===== config.mk =====
export PLATFORM = sky130hd
export DESIGN_NAME = imem_access_stage
export DESIGN_NICKNAME = d
export VERILOG_FILES = /design/src/rtl/imem_access_stage.sv
export SDC_FILE = /design/constraint.sdc
export NUM_CORES = 1
export LEC_CHECK = 0
export BUFFER_PORTS_ARGS = -buffer_cell sky130_fd_sc_hd__buf_2
export CAP_MARGIN = 20
export CORE_AREA = 2 2 237 239
export DETAILED_ROUTE_END_ITERATION = 6
export DIE_AREA = 0 0 239 241
export GPL_TIMING_DRIVEN = 0
export PLACE_DENSITY = 0.57
export SYNTH_ARGS = -nofsm -noshare
export SYNTH_HDL_FRONTEND = slang
export SYNTH_SLANG_ARGS = --single-unit

===== constraint.sdc =====
create_clock -name im_clk -period 2.8 [get_ports im_clk]
set_input_delay 0.14 -clock im_clk [delete_from_list [all_inputs] [get_ports im_clk]]
set_output_delay 0.14 -clock im_clk [all_outputs]
set_load 0.01 [all_outputs]

===== src/rtl/imem_access_stage.sv =====
// Memory-access pipeline stage between execute and write-back.
// Loads and stores go out on a req/ack data bus. Load data is aligned and then
// sign- or zero-extended. Upstream is stalled while an access is in flight.
// Every instruction produces exactly one registered result bundle for write-back.
module imem_access_stage #(
  parameter int WORD    = 64,
  parameter int TIMEOUT = 16
) (
  input  logic              im_clk,
  input  logic              im_rst,
  input  logic              in_valid,
  input  logic [WORD-1:0]   pc_in,
  input  logic [WORD-1:0]   alu_result,
  input  logic [WORD-1:0]   store_data,
  input  logic [4:0]        write_register_in,
  input  logic              MemRead,
  input  logic              MemWrite,
  input  logic              MemtoReg,
  input  logic              reg_write_in,
  input  logic [1:0]        mem_size,
  input  logic              mem_signed,
  output logic              stall,
  output logic              mem_req,
  output logic              mem_we,
  output logic [WORD-1:0]   mem_addr,
  output logic [WORD/8-1:0] mem_be,
  output logic [WORD-1:0]   mem_wdata,
  input  logic              mem_ack,
  input  logic [WORD-1:0]   mem_rdata,
  output logic              out_valid,
  output logic [WORD-1:0]   pc_out,
  output logic [WORD-1:0]   alu_result_out,
  output logic [WORD-1:0]   read_data,
  output logic [4:0]        write_register_out,
  output logic              MemtoReg_out,
  output logic              reg_write_out,
  output logic              mem_fault
);
  localparam int LANES = WORD / 8;
  localparam int AW    = $clog2(LANES);
  localparam int CW    = $clog2(TIMEOUT) + 1;

  typedef enum logic {IDLE, WAIT} state_t;

  state_t          state_reg;
  logic [CW-1:0]   count_reg;
  logic [AW-1:0]   low_reg;
  logic [1:0]      size_reg;
  logic            signed_reg;
  logic            load_reg;

  logic [AW-1:0]   in_low;
  logic [31:0]     in_bytes;
  logic            is_mem;
  logic            bad_access;
  logic [LANES-1:0] in_lanes;
  logic [LANES-1:0] ld_lanes;
  logic [WORD-1:0] in_mask;
  logic [WORD-1:0] ld_mask;
  logic [WORD-1:0] ld_shifted;
  logic [WORD-1:0] ld_value;
  logic            ld_sign;

  assign in_low   = alu_result[AW-1:0];
  assign in_bytes = 32'd1 << mem_size;
  assign is_mem   = MemRead | MemWrite;
  // An access faults without touching the bus if it is both a load and a store,
  // if it is wider than the bus, or if it is not naturally aligned.
  assign bad_access = (MemRead & MemWrite) ||
                      (in_bytes > 32'(LANES)) ||
                      ((in_low & AW'(in_bytes - 32'd1)) != '0);
  assign stall = (state_reg == WAIT);

  // Lane masks: one bit per byte lane covered by the access size, starting at lane 0.
  for (genvar gi = 0; gi < LANES; gi++) begin : g_lane
    assign in_lanes[gi] = (32'(gi) < in_bytes);
    assign ld_lanes[gi] = (32'(gi) < (32'd1 << size_reg));
  end
  for (genvar gi = 0; gi < WORD; gi++) begin : g_bit
    assign in_mask[gi] = in_lanes[gi/8];
    assign ld_mask[gi] = ld_lanes[gi/8];
  end

  assign ld_shifted = mem_rdata >> {low_reg, 3'b000};

  // Select the sign bit of the loaded field according to the latched size.
  always_comb begin
    ld_sign = 1'b0;
    case (size_reg)
      2'd0:    ld_sign = ld_shifted[7];
      2'd1:    ld_sign = ld_shifted[15];
      2'd2:    ld_sign = ld_shifted[31];
      default: ld_sign = ld_shifted[WORD-1];
    endcase
  end

  assign ld_value = (ld_shifted & ld_mask) | ((signed_reg & ld_sign) ? ~ld_mask : '0);

  // Stage FSM: accept in IDLE, hold bus outputs steady in WAIT, emit one bundle per op.
  always_ff @(posedge im_clk) begin
    if (im_rst) begin
      state_reg          <= IDLE;
      count_reg          <= '0;
      low_reg            <= '0;
      size_reg           <= '0;
      signed_reg         <= 1'b0;
      load_reg           <= 1'b0;
      mem_req            <= 1'b0;
      mem_we             <= 1'b0;
      mem_addr           <= '0;
      mem_be             <= '0;
      mem_wdata          <= '0;
      out_valid          <= 1'b0;
      pc_out             <= '0;
      alu_result_out     <= '0;
      read_data          <= '0;
      write_register_out <= '0;
      MemtoReg_out       <= 1'b0;
      reg_write_out      <= 1'b0;
      mem_fault          <= 1'b0;
    end else begin
      out_valid <= 1'b0;
      case (state_reg)
        IDLE: begin
          if (in_valid) begin
            pc_out             <= pc_in;
            alu_result_out     <= alu_result;
            write_register_out <= write_register_in;
            MemtoReg_out       <= MemtoReg;
            read_data          <= '0;
            if (is_mem && bad_access) begin
              out_valid     <= 1'b1;
              mem_fault     <= 1'b1;
              reg_write_out <= 1'b0;
            end else if (is_mem) begin
              state_reg     <= WAIT;
              count_reg     <= '0;
              mem_req       <= 1'b1;
              mem_we        <= MemWrite;
              mem_addr      <= {alu_result[WORD-1:AW], {AW{1'b0}}};
              mem_be        <= in_lanes << in_low;
              mem_wdata     <= (store_data & in_mask) << {in_low, 3'b000};
              low_reg       <= in_low;
              size_reg      <= mem_size;
              signed_reg    <= mem_signed;
              load_reg      <= MemRead;
              mem_fault     <= 1'b0;
              reg_write_out <= reg_write_in;
            end else begin
              out_valid     <= 1'b1;
              mem_fault     <= 1'b0;
              reg_write_out <= reg_write_in;
            end
          end
        end
        default: begin
          if (mem_ack) begin
            out_valid <= 1'b1;
            mem_req   <= 1'b0;
            state_reg <= IDLE;
            read_data <= load_reg ? ld_value : '0;
          end else if (count_reg == CW'(TIMEOUT - 1)) begin
            out_valid     <= 1'b1;
            mem_fault     <= 1'b1;
            reg_write_out <= 1'b0;
            mem_req       <= 1'b0;
            state_reg     <= IDLE;
          end else begin
            count_reg <= count_reg + CW'(1);
          end
        end
      endcase
    end
  end
endmodule


# --- Word level (Yosys, flattened, before mapping) ---
# Cells that the tools add are included.
# W data, S select, Z words.
word_totals:
  register_bits: 349
  latchBits: 0
  ram_bits: 0
  mem_bits_ro: 0
  in_bits: 272
  out_inout_bits: 340
  wordCells: 114
  n_memories: 0
op_classes:
  addsub: 2
  mul: 0
  div: 0
  magnitude_cmp: 17
  n_eq_ne: 9
  shift: 5
  mux: 39
  bitwise_logic: 10
  reduce_logical: 13
ops:
  columns: ["operator", "count"]
  rows:
  - ["$mux W64", 5]
  - ["$lt A3 B32 Y1 const A", 8]
  - ["$and A64 B64 Y64", 2]
  - ["$lt A1 B32 Y1 const A", 4]
  - ["$lt A2 B32 Y1 const A", 4]
  - ["$not A64 Y64", 1]
  - ["$or A64 B64 Y64", 1]
  - ["$shl A1 B2 Y32 const A", 2]
  - ["$shl A64 B6 Y64", 1]
  - ["$shr A64 B6 Y64", 1]
  - ["$gt A32 B4 Y1 const B", 1]
  - ["$mux W5", 6]
  - ["$mux W1", 27]
  - ["$ne A2 B2 Y1 const B", 4]
  - ["$reduce_and A4 Y1", 2]
  - ["$shl A8 B3 Y8", 1]
  - ["$add A5 B1 Y5 const B", 1]
  - ["$eq A5 B4 Y1 const B", 1]
  - ["$reduce_and A5 Y1", 1]
  - ["$reduce_and A2 Y1", 2]
  - ["$reduce_bool A2 Y1", 2]
  - ["$and A3 B3 Y3", 1]
  - ["$ne A3 B2 Y1 const B", 1]
  - ["$pmux W1 S3", 1]
  - ["other kinds (12)", 15]

# --- Logic depth before layout (Yosys ltp) ---
depth:
  depth_word: 9
  mapped_depth: 9
  mapped_depth_nobuf: 8

# --- Worst setup path before layout ---
# No wires, ideal clock.
synth_timing:
  kind: "register to register"
  startpoint: "register low_reg[0]"
  endpoint: "register read_data[22]"
  setup_time_ns: 0.117
  t_arrival_ns: 1.895
  t_required_ns: 2.683
  path_slack_ns: 0.788
  path_stages_with_launch: 7
  n_path_buf: 2
  period_less_slack_ns: 2.012
  path_cell_list: "dfxtp_1 > buf_4 > buf_2 > mux4_2 > a221oi_1 > nor2_1 > a22o_1"
synth_between:
  elab_chain_cells: 8
  word_cells_on_any_way: 9
  cone_classes: "shift: 1; mux: 5; bitwise: 3"
synth_lines:
  columns: ["element", "line", "source"]
  rows:
  - ["start, declared", "47", "logic [AW-1:0] low_reg;"]
  - ["start signal, assigned", "143", "low_reg <= in_low;"]
  - ["$shr A64 B6 Y64 *", "84", "assign ld_shifted = mem_rdata >> {low_reg, 3'b000};"]
  - ["$pmux W1 S3", "89", "case (size_reg)"]
  - ["$and A1 B1 Y1", "97", "assign ld_value = (ld_shifted & ld_mask) | ((signed_reg & ld_sign) ? ~ld_mask : '0);"]
  - ["$mux W64", "97", null]
  - ["$or A64 B64 Y64 *", "97", null]
  - ["$mux W64 *", "161", "read_data <= load_reg ? ld_value : '0;"]
  - ["$mux W64 *", "157", "if (mem_ack) begin"]
  - ["$mux W64 *", "123", "case (state_reg)"]
  - ["end signal, assigned", "161", null]
  - ["end, declared", "33", "output logic [WORD-1:0] read_data,"]
# Mark *: on every way between the ends. The rest lies on a longest branch, timed or not. The select of a mux whose other input is x is not followed.
# A chain may end at the register's enable or synchronous reset.

# --- Worst setup path in the final report ---
layout_timing:
  startpoint: "register state_reg, in the netlist stall"
  endpoint: "register mem_wdata[11]"
layout_between:
  elab_chain_cells: 2
layout_lines:
  columns: ["element", "line", "source"]
  rows:
  - ["start, declared", "45", "state_t state_reg;"]
  - ["start signal, assigned", "102", "state_reg <= IDLE;"]
  - ["start signal, assigned", "136", "state_reg <= WAIT;"]
  - ["start signal, assigned", "160", "state_reg <= IDLE;"]
  - ["$not A1 Y1 (no source line)", null, null]
  - ["$reduce_and A4 Y1 (no source line)", null, null]
  - ["end signal, assigned", "142", "mem_wdata <= (store_data & in_mask) << {in_low, 3'b000};"]
  - ["end, declared", "27", "output logic [WORD-1:0] mem_wdata,"]
# Every way passes these cells.

==> metrics.log <==
INFO  metric status = complete, no violations
INFO  metric detail-route-antenna-nets = 0
INFO  metric synth-edff-count = 0
INFO  metric worst_r2r_startpoint = stall
INFO  metric clk-insertion-delay-late = roughly 0.57 ns
INFO  metric grt_pass1_vias = 17,119
INFO  metric hold-path-endpoint = read_data[59]
INFO  metric timing.critical_path.fanout_max = 10
INFO  metric total_power = 13,200 uW
INFO  metric endpoint_kind = flop
INFO  metric cts.reportedPaths.clkPinSlew = ~0.06 ns
INFO  metric maxSlewViolCount = 0
INFO  metric placement.io_buffers = 607
INFO  metric synth_largest_type_area_fraction = 44.5%
INFO  metric detailedPlacementHpwl = 57,900 um
INFO  metric clock_sinks = 349
INFO  metric fin_setup_tns = 0 ns
INFO  metric final_layout_size_suffix_gt1_share = 30.4%
INFO  metric ff2ff_path_depth = 7
INFO  metric ios = 612
INFO  metric postCtsSetupRepairBufs = 0
INFO  metric initial_utilization = 28.6%
INFO  metric synth_area_leader_cell = sky130_fd_sc_hd__dfxtp_1
INFO  metric chain_of_cells_forming_the_critical_path = buf_2 > nor2b_1 > o211ai_1 > buf_4 > nor3_2 > nand2_1 > o21ai_0
INFO  metric fp-row-count = 86
INFO  metric routed-wl-met3 = 5990 um
INFO  metric cp.arrival = 3.06 ns
INFO  metric worst_slack = approximately 0.24 ns
INFO  metric ctsRootBufferMaster = sky130_fd_sc_hd__clkbuf_16
INFO  metric chipHeight = 241 um
INFO  metric layout_min_cycle_time = 2.56 ns
INFO  metric netlist_instances = 1,877
INFO  metric highest_routed_layer = met5
INFO  metric ys_seq_elements = 349
INFO  metric wire_length_of_the_first_global_routing_pass = 107,000 um
INFO  metric critical-path-slowest-cell = sky130_fd_sc_hd__nor3_2
INFO  metric met1_length = between 30,000 and 40,000 um
INFO  metric critPathTopFamily = simple AND/OR/NAND/NOR gates
INFO  metric place.gp.congestion = 0.940
INFO  metric static-leakage-power = 0.00988 uW
INFO  metric detail_route.drc_violations = 0
INFO  metric timing.clock.skew = 0.0162 ns
INFO  metric hp-start = mem_rdata[59]
INFO  metric hold_crit_depth = 4
INFO  metric post_drt_wl_per_cell = 21.8 um
INFO  metric post_synth.cell_area_avg = 8.37 um^2
INFO  metric cp.required = 3.29 ns
INFO  metric cts_buffers = 42
INFO  metric timing.final.setup_violations = 0
INFO  metric criticalPathCategory = flop to flop
INFO  metric tightestPinTransition = 1.08 ns
INFO  metric vias_per_cell = approximately 5.2
INFO  metric synthDistinctLibCells = 62
INFO  metric maximum_ir_drop_on_the_vdd_rail = 509 uV
INFO  metric postSynth.asyncResetShare = 0%
INFO  metric worstSetupStartpoint = stall
INFO  metric antenna_found_initial = 6
INFO  metric placeable_core_area = 54,900 um^2
INFO  metric power.density = 582 nW/um^2
INFO  metric critical_path.startpoint_type = flop
INFO  metric cts_tree = done
INFO  metric max_cap_viol_count = 0
INFO  metric via_count = 17,685
INFO  metric grt_util_all_layers = between 20% and 30%
INFO  metric maxSlewHeadroom = 27.2%
INFO  metric syn-cell-area = 15,700 um^2
INFO  metric floorplan.die.width = approximately 240 um
INFO  metric worstHoldPathType = input pin to flop
INFO  metric detailroute.wirelength.met2 = 35,200 um
INFO  metric yosys.cell_count.top_type = sky130_fd_sc_hd__nand2_1
INFO  metric pre_cts_slack = -0.606 ns
INFO  metric setup_repair_after_global_routing_missed_its_margin = no
INFO  metric cts-root-to-sink-buffers = 3
INFO  metric hold_viol = 0
INFO  metric synth_ff_type = sky130_fd_sc_hd__dfxtp_1
INFO  metric drt_first_pass_iters = 5
INFO  metric synth.yosys.seq_area_share = 44.5%
INFO  metric cts_max_level = 2
INFO  metric critPathMaxStageDelay = 0.60 ns
INFO  metric synth.top_cells.by_area = sky130_fd_sc_hd__dfxtp_1 (44%), sky130_fd_sc_hd__nand2_1 (12%), sky130_fd_sc_hd__a21oi_1 (8.6%), sky130_fd_sc_hd__mux4_2 (5.2%), sky130_fd_sc_hd__clkbuf_1 (2.6%)
INFO  metric r2r-end = mem_wdata[11]
INFO  metric timing.reg2reg.setup_slack = between 0.2 and 0.25 ns
INFO  metric layout_worst_path_cycle_share = 91.5%
INFO  metric totalWireLength = 74,500 um
INFO  metric layout.core_utilization = just over 40%
INFO  metric critical_path_buf_inv_count = 2
INFO  metric grt_overflow = 0
INFO  metric synth_top_cells_by_count = sky130_fd_sc_hd__nand2_1 (494), sky130_fd_sc_hd__dfxtp_1 (349), sky130_fd_sc_hd__a21oi_1 (270), sky130_fd_sc_hd__clkbuf_1 (109), sky130_fd_sc_hd__nor2_1 (99)
INFO  metric dr.first_iter.drc_count = 1,162
INFO  metric ys_warn_count = 0
INFO  metric design.final.nets = 2,952
INFO  metric maxClockFrequency = approximately 0.4 GHz
INFO  metric die-area = approximately 58,000 um^2
INFO  metric syn2layout_area_growth = 44.0%
INFO  metric grt_max_degree = 13
==> worst min-delay path, cell delays in order <==
cell and delay (ns):
sky130_fd_sc_hd__buf_2 0.14, sky130_fd_sc_hd__a21oi_1 0.13, sky130_fd_sc_hd__o21a_1 0.11, sky130_fd_sc_hd__a31oi_1 0.04
==> logic make-up after synthesis <==
| logic type | count (synthesis) | synth area share, % |
|---|---|---|
| multiplexers | 92 | 9.03 |
| other | 1 | 0.0239 |
| buffers and inverters | 176 | 4.91 |
| AND/OR/NAND/NOR | 676 | 17.6 |
| XOR/XNOR | 3 | 0.167 |
| flip-flops | 349 | 44.5 |
| adder cells (fa/ha/maj) | 3 | 0.223 |
| AO/OA/AOI/OAI | 577 | 23.6 |
==> through the flow <==
| step | hold WS [ns] | instances | cell area [um^2] |
|---|---|---|---|
| finish | 0.0442 | 3418 | 22600 |
| global route | 0.0205 | 3415 | 22600 |
| CTS | 0.00404 | 3414 | 22600 |
| detailed placement | 0.386 | 3191 | 19600 |
| global placement | 0.383 | 3190 | 19600 |
| floorplan | 0.236 | 1879 | 15700 |
==> power breakdown <==
part	total [uW]	switching, uW	leakage (uW)	internal [uW]
combinational	2040	1240	0.00631	801
sequential	5270	107	0.00284	5160
clock	5850	2270	0.000728	3580
total	13200	3620	0.00988	9540
==> how the worst max path moves through the flow <==
stage                         end  slack [ns]  depth (start not counted)
floorplan           read_data[22]        0.79                          6
global placement    mem_wdata[55]       -1.05                          7
detailed placement  mem_wdata[55]       -0.61                          7
CTS                 mem_wdata[55]        0.05                          7
global route         mem_wdata[8]        0.03                          7
finish              mem_wdata[11]        0.24                          7
==> placed cells by master, fill, tap and decap left out, types with 24 or more instances in the layout <==
master / instances
sky130_fd_sc_hd__mux2_2: 34
sky130_fd_sc_hd__dfxtp_1: 349
sky130_fd_sc_hd__mux4_2: 36
sky130_fd_sc_hd__nand2_1: 494
sky130_fd_sc_hd__a21oi_1: 270
sky130_fd_sc_hd__a221oi_1: 30
sky130_fd_sc_hd__a221o_1: 24
sky130_fd_sc_hd__clkbuf_1: 111
sky130_fd_sc_hd__a22o_1: 41
sky130_fd_sc_hd__a31oi_1: 44
sky130_fd_sc_hd__o21ai_0: 50
sky130_fd_sc_hd__clkbuf_16: 43
sky130_fd_sc_hd__dlygate4sd3_1: 147
sky130_fd_sc_hd__buf_2: 647
sky130_fd_sc_hd__a211oi_1: 27
sky130_fd_sc_hd__o21a_1: 26
sky130_fd_sc_hd__nor2_1: 99
==> area by class of cell <==
type | instances | area [um^2]
flip-flops and latches | 349 | 6990
clock buffers | 59 | 1250
well taps | 704 | 881
diodes | 4 | 10.0
fillers | 5559 | 32300
repair buffers | 755 | 4520
clock inverters | 17 | 240
multi-input cells | 1354 | 7960
plain buffers | 168 | 747
inverters | 8 | 30.0
==> timing repair <==
item                                    4_1_cts  5_1_grt
hold endpoints to repair                    217        0
hold buffers                                147        0
resized for setup                             2        4
endpoints found under the setup margin      121        2
pin swaps                                     0        0
==> routing by layer <==
layer  up-vias  global-route usage, %
li1       8250                      -
met3       145                   6.49
met4         2                   7.95
met5         -                      0
met1      8491                   30.4
met2       797                   41.3
(Power assumes the default switching activity.)
